## src/rtl/pipe_mux_tree.sv

```systemverilog
// Binary 2^SEL_BITS:1 mux tree. Each level can optionally be registered, and valid and the
// full select travel with the data through every level.
module pipe_mux_tree #(
  parameter int unsigned         DATA_WIDTH = 8,
  parameter int unsigned         SEL_BITS   = 2,
  parameter logic [SEL_BITS-1:0] STAGE_MASK = {SEL_BITS{1'b1}}
) (
  input  logic                                  clk,
  input  logic                                  rst,
  input  logic                                  en,
  input  logic                                  clr,
  input  logic                                  in_valid,
  input  logic [SEL_BITS-1:0]                   sel,
  input  logic [(1 << SEL_BITS)*DATA_WIDTH-1:0] data_in,
  output logic                                  out_valid,
  output logic [SEL_BITS-1:0]                   out_sel,
  output logic [DATA_WIDTH-1:0]                 data_out
);

  localparam int unsigned N = 1 << SEL_BITS;

  for (genvar i = 0; i < SEL_BITS; i++) begin : gen_lvl
    localparam int unsigned NIn  = N >> i;
    localparam int unsigned NOut = NIn / 2;

    logic [NIn*DATA_WIDTH-1:0]  w_din;
    logic                       w_vin;
    logic [SEL_BITS-1:0]        w_sin;
    logic [NOut*DATA_WIDTH-1:0] w_mux;
    logic [NOut*DATA_WIDTH-1:0] w_dout;
    logic                       w_vout;
    logic [SEL_BITS-1:0]        w_sout;

    if (i == 0) begin : gen_src
      assign w_din = data_in;
      assign w_vin = in_valid;
      assign w_sin = sel;
    end else begin : gen_chain
      assign w_din = gen_lvl[i-1].w_dout;
      assign w_vin = gen_lvl[i-1].w_vout;
      assign w_sin = gen_lvl[i-1].w_sout;
    end

    // Node j of this level picks node 2j or 2j+1 of the previous one using sel[i].
    always_comb begin
      w_mux = '0;
      for (int j = 0; j < int'(NOut); j++) begin
        w_mux[j*DATA_WIDTH +: DATA_WIDTH] = w_sin[i] ? w_din[(2*j+1)*DATA_WIDTH +: DATA_WIDTH]
                                                     : w_din[(2*j)*DATA_WIDTH +: DATA_WIDTH];
      end
    end

    if (STAGE_MASK[i]) begin : gen_reg
      logic [NOut*DATA_WIDTH-1:0] r_data;
      logic                       r_valid;
      logic [SEL_BITS-1:0]        r_sel;

      // clr only drops valid; data and sel copies keep their last values.
      always_ff @(posedge clk) begin
        if (rst) begin
          r_data  <= '0;
          r_valid <= 1'b0;
          r_sel   <= '0;
        end else if (clr) begin
          r_valid <= 1'b0;
        end else if (en) begin
          r_data  <= w_mux;
          r_valid <= w_vin;
          r_sel   <= w_sin;
        end
      end

      assign w_dout = r_data;
      assign w_vout = r_valid;
      assign w_sout = r_sel;
    end else begin : gen_comb
      assign w_dout = w_mux;
      assign w_vout = w_vin;
      assign w_sout = w_sin;
    end
  end

  assign data_out  = gen_lvl[SEL_BITS-1].w_dout;
  assign out_valid = gen_lvl[SEL_BITS-1].w_vout;
  assign out_sel   = gen_lvl[SEL_BITS-1].w_sout;

endmodule
```

## config.mk

```make
export PLATFORM = sky130hd
export DESIGN_NAME = pipe_mux_tree
export DESIGN_NICKNAME = d
export VERILOG_FILES = /design/src/rtl/pipe_mux_tree.sv
export SDC_FILE = /design/constraint.sdc
export NUM_CORES = 1
export LEC_CHECK = 0
export ABC_CLOCK_PERIOD_IN_PS = 1400
export CORE_ASPECT_RATIO = 1.75
export CORE_MARGIN = 3
export CORE_UTILIZATION = 44
export CTS_CLUSTER_SIZE = 10
export DETAILED_ROUTE_END_ITERATION = 6
export GPL_ROUTABILITY_DRIVEN = 0
export PLACE_DENSITY_LB_ADDON = 0.12
export SLEW_MARGIN = 0
export SYNTH_ARGS = -nofsm -noshare
export SYNTH_HDL_FRONTEND = slang
export SYNTH_SLANG_ARGS = --single-unit
export TNS_END_PERCENT = 30
```

## constraint.sdc

```tcl
create_clock -name clk -period 1.4 [get_ports clk]
set_input_delay 0.28 -clock clk [delete_from_list [all_inputs] [get_ports clk]]
set_output_delay 0.28 -clock clk [all_outputs]
set_load 0.1 [all_outputs]
```

==> results of run 1 <==
[synthesized netlist by cell type, drive strengths merged]
cell type / count / area (um^2)
dfxtp: 30 / 601
mux2i: 26 / 260
nand2: 8 / 30.0
nor3: 2 / 10.0
or2b: 1 / 7.51
a211oi: 24 / 290
buf: 9 / 80.1
clkbuf: 3 / 11.3
nor2b: 1 / 8.76
nor2: 24 / 90.1
a21oi: 4 / 20.0
[worst min-delay path by stage]
stage	startpoint	endpoint	slack, ns
3_5_place_dp	gen_lvl[0].gen_reg.r_sel[0]	out_sel[0]	0.45
5_1_grt	gen_lvl[0].gen_reg.r_sel[0]	gen_lvl[0].gen_reg.r_sel[0]	0.49
2_1_floorplan	clr	gen_lvl[0].gen_reg.r_valid	0.36
4_1_cts	gen_lvl[0].gen_reg.r_sel[0]	out_sel[0]	0.46
3_3_place_gp	gen_lvl[0].gen_reg.r_sel[0]	gen_lvl[0].gen_reg.r_sel[0]	0.44
6_report	gen_lvl[0].gen_reg.r_sel[0]	out_sel[0]	0.46
[metal layers]
layer | up-vias | wire [um] | track usage, % | part of all wire, %
met5 | - | 0 | 0 | 0
met4 | 0 | 74 | 9.40 | 2.4
met3 | 6 | 217 | 5.50 | 7.0
met2 | 42 | 1650 | 31.1 | 53
met1 | 526 | 1150 | 19.1 | 37
li1 | 581 | - | - | -
[final cells by class]
| cell class | count | area (um^2) |
|---|---|---|
| Clock buffer | 5 | 68.8 |
| Tap cell | 42 | 52.6 |
| Multi-Input combinational cell | 90 | 722 |
| Timing Repair Buffer | 62 | 748 |
| Fill cell | 226 | 791 |
| Sequential cell | 30 | 601 |
| Clock inverter | 2 | 10.0 |
[power groups by stage]
stage,sequential [mW],clock [mW],combinational (mW)
4_1_cts,0.945,0.667,0.543
3_5_place_dp,0.964,0,0.540
5_1_grt,0.950,0.684,0.574
2_1_floorplan,1.06,0,0.206
3_3_place_gp,0.962,0,0.526
6_report,0.945,0.645,0.537
[per-stage QoR]
step | std cells | cell area, um^2 | hold WS [ns] | setup WS, ns | power [mW]
finish | 231 | 2200 | 0.459 | 0.166 | 2.13
global route | 231 | 2200 | 0.491 | 0.0632 | 2.21
CTS | 231 | 2200 | 0.461 | 0.166 | 2.15
detailed placement | 224 | 2120 | 0.447 | -0.128 | 1.50
global placement | 224 | 2120 | 0.444 | -0.0651 | 1.49
floorplan | 132 | 1410 | 0.359 | 0.0590 | 1.26
[worst reg2reg max path: stages, from the launching register on]
cell      delay, ns
dfxtp_1        0.66
mux2i_1        0.19
a211oi_2       0.26
[cell families (layout without fill, tap and decap cells)]
family | after synthesis | after routing | share of synthesized area (%)
buffers and inverters | 12 | 69 | 6.48
flip-flops | 30 | 30 | 42.6
AND/OR/NAND/NOR | 36 | 36 | 10.4
multiplexers | 26 | 26 | 18.5
AO/OA/AOI/OAI | 28 | 28 | 22.0
[sequential cells by signal, indices dropped and copies added (netlist names)]
signal,cells
data_out,8
gen_lvl.gen_reg.r_data,16
gen_lvl.gen_reg.r_sel,2
gen_lvl.gen_reg.r_valid,1
out_sel,2
out_valid,1
==> flow_summary_export.csv, run 1 <==
group,metric,value,unit
outcome,status,"complete, no violations",
timing,max_freq,810,MHz
critical_path,worstPathRequired,1.60,ns
layout,drive_gt1_share,28.6,%
timing,fin_tns_setup,0,ns
layout,layout_commonest_cell,"clkdlybuf4s50_1",
power,intPower,1.51,mW
power,p_comb_share,25.2,%
layout,area_delta_synth_final,56.3,%
power,leakagePower,0.833,nW
layout,layout.nets,228,
critical_path,crit_path_max_incr_delay,0.48,ns
critical_path,reg2reg_depth,2,
timing,period_needed,1.23,ns
timing,clock_skew,0.00748,ns
grt,antenna_found_initial,0,
die,placement_rows,26,
power,p_per_area,966,nW/um^2
timing,setup_viol,0,
synth,yosysSeqAreaShare,42.6,%
detailed_routing,viasPerCell,5.00,
synth,synth.distinct_cells,14,
die,dieWidth,48.8,um
synth,synth_nets,171,
critical_path,arrival,1.43,ns
power,seq_power_share,44.4,%
synth,avgSynthCellArea,10.7,um^2
clocking,numCtsBuffers,5,
grt,grt_pass1_vias,1173,
clocking,clk_pin_slew_worst_paths,0.06,ns
job,max_cap_violations,0,
timing,worstMarginPinSlew,0.540,ns
critical_path,rr_startpoint,"gen_lvl[0].gen_reg.r_sel[1]",
die,core_area,2990,um^2
die,dieArea,3940,um^2
clocking,h-tree-depth,2,
layout,diodes,0,
clocking,cts-hold-fix-buffers,0,
worst_hold_path,hp-class,"reg2reg",
die,start_util,47.1,%
timing,post-route-period-util,88.1,%
detailed_routing,wl_per_cell,13.4,um
clocking,clock-root-buffer,"clkbuf_8",
power,p_sw_share,29.1,%
synth,synth-seq-cells,30,
clocking,cts_buffer_depth,2,
power,vdd_drop_max,0.000649,V
layout,fin_util,73.6,%
critical_path,worstPathMaxFanout,28,
critical_path,r2r_end,"data_out[2]",
critical_path,worst-setup-path-type,"in2reg",
layout,final_cell_mix,"clkdlybuf4s50_1, dfxtp_1, mux2i_1, nor2_1, a211oi_2",
timing,slew_headroom,64.0,%
grt,grt.total_usage,17.8,%
die,die_y,80.9,um
placement,port-buffer-count,49,
critical_path,critPathCapture,"gen_lvl[0].gen_reg.r_data[8]",
critical_path,critical-path-slowest-cell,"clkdlybuf4s50_1",
clocking,cts_tree,"yes",
timing,rsz0062_at_grt,"false",
worst_hold_path,holdPathStages,2,
detailed_routing,finalWirelength,3.09,mm
clocking,cts_resized,0,
critical_path,cpLargestDelayFamily,"buffers and inverters",
critical_path,endpoint_kind,"flop",
synth,yosysWarnings,0,
clocking,cts_setup_buffers,0,
detailed_routing,vias,1155,
critical_path,crit_cells,5,
critical_path,r2r_slack,0.22,ns
die,io-pin-count,50,
power,p_clk_share,30.3,%
detailed_routing,drt_iter0_drc,13,
synth,netlist_area,1410,um^2
synth,syn-instance-count,132,
grt,overflow,0,
power,netSwitchingPower,0.618,mW
clocking,worstSkewPairLatency,0.28,ns
grt,grt_max_degree,31,
critical_path,setup.worst_path.start_class,"input pin",
critical_path,crit_start,"en",
timing,hold_violations,0,
detailed_routing,drc,0,
critical_path,worstPathCellList,"clkdlybuf4s50_1 -> nor2b_4 -> buf_12 -> nor2_1 -> a211oi_2",
timing,report.final.slew_viol_count,0,
detailed_routing,drt_pre_antenna_iters,4,
critical_path,cp_num_buf_inv,2,
grt,grt_first_pass_wirelength,5.34,mm
clocking,clock-sinks,30,
detailed_routing,drtAntennaViolNets,0,
placement,dp_hpwl,2.28,mm
(Power assumes the default switching activity.)
==> run 2, diff against run 1 <==
--- a/config.mk
+++ b/config.mk
@@ -5,12 +5,12 @@
 export SDC_FILE = /design/constraint.sdc
 export NUM_CORES = 1
 export LEC_CHECK = 0
-export ABC_CLOCK_PERIOD_IN_PS = 1400
 export CORE_ASPECT_RATIO = 1.75
 export CORE_MARGIN = 3
-export CORE_UTILIZATION = 44
+export CORE_UTILIZATION = 61
 export CTS_CLUSTER_SIZE = 10
 export DETAILED_ROUTE_END_ITERATION = 6
+export DONT_BUFFER_PORTS = 1
 export GPL_ROUTABILITY_DRIVEN = 0
 export PLACE_DENSITY_LB_ADDON = 0.12
 export SLEW_MARGIN = 0
==> constraint.sdc (replaced) <==
create_clock -name clk -period 1.39 [get_ports clk]
set_input_delay 0.278 -clock clk [delete_from_list [all_inputs] [get_ports clk]]
set_output_delay 0.278 -clock clk [all_outputs]
set_load 0.1 [all_outputs]
==> run 2 against run 1 <==
Combinational power shrank 32%. Critical path type is now reg2out. Sequential cell count did not move. Largest cell class is now multi-input combinational cells. Register-to-register slack better by 0.19 ns. Hold slack lost 0.44 ns. Largest power group unchanged.
==> flow_summary_export.csv, run 2 (synthesis results as in run 1) <==
group,metric,value,unit
layout,seqCellArea,601,um^2
power,seq_power_share,51.0,%
layout,multiInputGateArea,722,um^2
clocking,cts_buffer_depth,2,
power,intPower,1.28,mW
detailed_routing,finalWirelength,2.75,mm
worst_hold_path,hp-class,"in2reg",
power,netSwitchingPower,0.555,mW
critical_path,crit_path_max_incr_delay,0.35,ns
layout,drive_gt1_share,30.8,%
die,dieWidth,42.3,um
critical_path,setup.worst_path.start_class,"flop",
critical_path,worstPathCellList,"buf_4",
layout,layout_commonest_cell,"dfxtp_1",
clocking,cts_tree,"yes",
detailed_routing,vias,992,
grt,grt.total_usage,20.1,%
power,p_sw_share,30.2,%
layout,fin_util,73.6,%
clocking,h-tree-depth,2,
placement,port-buffer-count,0,
power,vdd_drop_max,0.000800,V
timing,period_needed,1.25,ns
clocking,cts_setup_buffers,0,
layout,n_fill_cell,154,
timing,setup_viol,0,
detailed_routing,drc,0,
timing,slew_headroom,80.6,%
timing,max_freq,798,MHz
grt,grt_pass1_vias,967,
critical_path,reg2reg_depth,3,
timing,fin_tns_setup,0,ns
critical_path,worst-setup-path-type,"reg2out",
die,start_util,65.6,%
power,p_clk_share,29.2,%
detailed_routing,wl_per_cell,16.2,um
clocking,worstSkewPairLatency,0.33,ns
placement,dp_hpwl,1.81,mm
worst_hold_path,holdPathStages,1,
detailed_routing,drt_iter0_drc,38,
die,dieArea,2950,um^2
critical_path,arrival,0.98,ns
detailed_routing,viasPerCell,5.84,
grt,busiest_layer,"met2",
clocking,cts_resized,0,
die,core_area,2150,um^2
critical_path,cp_num_buf_inv,1,
timing,hold_violations,0,
detailed_routing,drt_pre_antenna_iters,3,
power,leakagePower,0.602,nW
grt,overflow,0,
critical_path,critical-path-slowest-cell,"dfxtp_1",
layout,diodes,0,
grt,grtUsageMet2,32.1,%
timing,report.final.slew_viol_count,0,
timing,hold_ws,0.0146,ns
critical_path,worstPathMaxFanout,2,
grt,gr-usage-met1,23.2,%
die,io-pin-count,50,
grt,use_met3,6.75,%
power,p_comb_share,19.8,%
critical_path,cpLargestDelayFamily,"flip-flops",
detailed_routing,drtAntennaViolNets,0,
layout,area_delta_synth_final,12.2,%
clocking,clk_pin_slew_worst_paths,0.09,ns
clocking,numCtsBuffers,5,
placement,placed_cell_area,1470,um^2
timing,rsz0062_at_grt,"false",
job,max_cap_violations,0,
die,placement_rows,22,
clocking,clock-sinks,30,
grt,antenna_found_initial,0,
layout,fin_area,1580,um^2
outcome,status,"complete, no violations",
timing,post-route-period-util,90.2,%
critical_path,worstPathRequired,1.11,ns
power,p_per_area,1160,nW/um^2
layout,final_cell_mix,"dfxtp_1, mux2i_1, nor2_1, a211oi_2, buf_4",
critical_path,crit_cells,1,
critical_path,endpoint_kind,"primary output",
layout,layout.nets,184,
layout,largest_reg_flops,16,
grt,grt_first_pass_wirelength,4.48,mm
layout,regMostFlops,"gen_lvl.gen_reg.r_data",
grt,grt_max_degree,53,
timing,clock_skew,0.00486,ns
timing,worstMarginPinSlew,0.292,ns
die,die_y,69.6,um
clocking,clock-root-buffer,"clkbuf_4",
==> run 2: worst paths after layout <==
check / from / endpoint / slack, ns
max: data_out[4] / data_out[4] / 0.14
min: rst / gen_lvl[0].gen_reg.r_valid / 0.01
max reg2reg: out_valid / out_valid / 0.41
min reg2reg: gen_lvl[0].gen_reg.r_sel[0] / out_sel[0] / 0.46
==> run 2: stage by stage <==
step	cells	power, mW	setup WS [ns]
after CTS	168	1.85	0.124
after floorplan	132	1.27	0.0490
after global routing	170	1.91	0.0896
final	170	1.84	0.136
after global placement	158	1.28	0.376
after detailed placement	158	1.29	0.310
==> run 2: repair_timing <==
action                                  CTS  global route
hold buffers                              2             2
endpoints found under the setup margin    0             0
endpoints found under the hold margin    24             3
==> run 2: cell type report <==
cell class / count / share of cell area, %
clock inverters: 1 / 0.317
repair buffers: 18 / 10.6
flip-flops and latches: 30 / 38.0
multi-input cells: 90 / 45.7
clock buffers: 7 / 3.48
well taps: 24 / 1.90
==> run 2: power groups by stage <==
stage | combinational, mW | sequential, mW | clock [mW]
2_1_floorplan | 0.207 | 1.06 | 0
3_3_place_gp | 0.324 | 0.954 | 0
3_5_place_dp | 0.334 | 0.957 | 0
4_1_cts | 0.360 | 0.936 | 0.550
5_1_grt | 0.390 | 0.944 | 0.580
6_report | 0.364 | 0.936 | 0.535
==> run 2: metal layers <==
metal / share of wire, % / routed length [um]
met2: 52 / 1420
met5: 0 / 0
met3: 7.5 / 206
met4: 2.2 / 60
met1: 39 / 1060
==> run 3, diff against run 2 <==
--- a/config.mk
+++ b/config.mk
@@ -13,6 +13,7 @@
 export DONT_BUFFER_PORTS = 1
 export GPL_ROUTABILITY_DRIVEN = 0
 export PLACE_DENSITY_LB_ADDON = 0.12
+export SKIP_CTS_REPAIR_TIMING = 1
 export SLEW_MARGIN = 0
 export SYNTH_ARGS = -nofsm -noshare
 export SYNTH_HDL_FRONTEND = slang
==> run 3 against run 2 <==
Routed wire length down 1.0%. Non-clock buffer count is 1 lower. Die area stayed put. Largest cell class unchanged.
==> flow_summary_export.csv, run 3 (synthesis results as in run 1) <==
group,metric,value,unit
placement,dp_hpwl,1.81,mm
clocking,clock-sinks,30,
timing,post-route-period-util,89.8,%
clocking,clock-root-buffer,"clkbuf_4",
critical_path,worstPathMaxFanout,2,
detailed_routing,drt_iter0_drc,32,
critical_path,worstPathCellList,"buf_4",
placement,placed_cell_area,1470,um^2
critical_path,reg2reg_depth,3,
detailed_routing,wl_per_cell,16.1,um
grt,grt_max_degree,53,
layout,largest_reg_flops,16,
critical_path,cp_num_buf_inv,1,
timing,clock_skew,0.00483,ns
die,core_area,2150,um^2
clocking,h-tree-depth,2,
critical_path,rr_startpoint,"out_valid",
grt,antenna_found_initial,0,
layout,final-instance-count-excl-fill,169,
critical_path,worst-setup-path-type,"reg2out",
layout,seqCellArea,601,um^2
placement,port-buffer-count,0,
timing,period_needed,1.25,ns
power,vdd_drop_max,0.000802,V
power,p_per_area,1170,nW/um^2
placement,place_inst,158,
worst_hold_path,whs_endpoint,"gen_lvl[0].gen_reg.r_valid",
die,placement_rows,22,
die,dieWidth,42.3,um
worst_hold_path,hp-class,"in2reg",
layout,regMostFlops,"gen_lvl.gen_reg.r_data",
layout,fin_area,1570,um^2
timing,rsz0062_at_grt,"false",
layout,n_fill_cell,158,
power,leakagePower,0.598,nW
grt,grt_pass1_vias,944,
critical_path,critical-path-slowest-cell,"dfxtp_1",
grt,grt.total_usage,19.1,%
outcome,status,"complete, no violations",
timing,hold_violations,0,
detailed_routing,vias,983,
timing,fin_tns_setup,0,ns
timing,report.final.slew_viol_count,0,
job,max_cap_violations,0,
timing,worstMarginPinSlew,0.292,ns
clocking,worstSkewPairLatency,0.33,ns
detailed_routing,finalWirelength,2.72,mm
layout,area_delta_synth_final,11.5,%
grt,overflow,0,
clocking,cts_buffer_depth,2,
worst_hold_path,hp-start,"rst",
layout,final_cell_mix,"dfxtp_1, mux2i_1, nor2_1, a211oi_2, buf_4",
critical_path,setup.worst_path.start_class,"flop",
die,dieArea,2950,um^2
worst_hold_path,holdPathStages,1,
timing,max_freq,801,MHz
detailed_routing,drc,0,
die,io-pin-count,50,
critical_path,arrival,0.97,ns
critical_path,r2r_slack,0.41,ns
layout,multiInputGateArea,722,um^2
critical_path,endpoint_kind,"primary output",
clocking,clk_pin_slew_worst_paths,0.09,ns
critical_path,crit_path_max_incr_delay,0.35,ns
layout,diodes,0,
clocking,cts_tree,"yes",
grt,grt_first_pass_wirelength,4.28,mm
detailed_routing,drtAntennaViolNets,0,
layout,layout_commonest_cell,"dfxtp_1",
detailed_routing,viasPerCell,5.82,
die,die_y,69.6,um
critical_path,r2r_end,"out_valid",
detailed_routing,drt_pre_antenna_iters,4,
timing,setup_viol,0,
timing,slew_headroom,80.6,%
layout,drive_gt1_share,31.0,%
die,start_util,65.6,%
critical_path,worstPathRequired,1.11,ns
critical_path,cpLargestDelayFamily,"flip-flops",
layout,layout.nets,183,
clocking,numCtsBuffers,5,
power,total_power,1.83,mW
[run 3: cell types whose count changed in the layout (fill, tap and decap cells not counted), sizes merged]
cell         before  now
dlygate4sd3       3    2
[run 3: worst max-delay path by stage]
stage / from / endpoint / slack (ns) / cells after the start
after floorplan: data_out[2] / data_out[2] / 0.05 / 2
after global placement: en / gen_lvl[0].gen_reg.r_data[10] / 0.38 / 4
after detailed placement: en / gen_lvl[0].gen_reg.r_data[9] / 0.31 / 4
after CTS: data_out[4] / data_out[4] / 0.12 / 1
after global routing: data_out[2] / data_out[2] / 0.09 / 1
final: data_out[2] / data_out[2] / 0.14 / 1
[run 3: cell type report]
cell class	count	share of cell area (%)
clock buffers	7	3.51
clock inverters	1	0.319
multi-input cells	90	46.0
flip-flops and latches	30	38.2
well taps	24	1.91
repair buffers	17	10.0
[run 3: per-layer routing]
layer	global-route usage [%]	up-vias	share of wire, %
li1	-	494	-
met1	22.1	446	38
met2	30.1	37	52
met3	6.75	6	7.8
met4	10.4	0	2.1
met5	0	-	0
[run 3: stage by stage]
| step | setup WS (ns) | utilization, % | hold WS (ns) |
|---|---|---|---|
| 2_1_floorplan | 0.0490 | - | 0.357 |
| 3_3_place_gp | 0.376 | 68.5 | 0.346 |
| 3_5_place_dp | 0.310 | 68.5 | 0.347 |
| 4_1_cts | 0.124 | 71.3 | -0.0145 |
| 5_1_grt | 0.0896 | 73.1 | 0.00526 |
| 6_report | 0.142 | 73.1 | 0.0193 |
[run 3: power breakdown]
part	total (mW)	internal [mW]	leakage, nW	switching, mW
sequential	0.937	0.910	0.247	0.0265
combinational	0.361	0.124	0.316	0.237
clock	0.532	0.245	0.0353	0.287
total	1.83	1.28	0.598	0.551
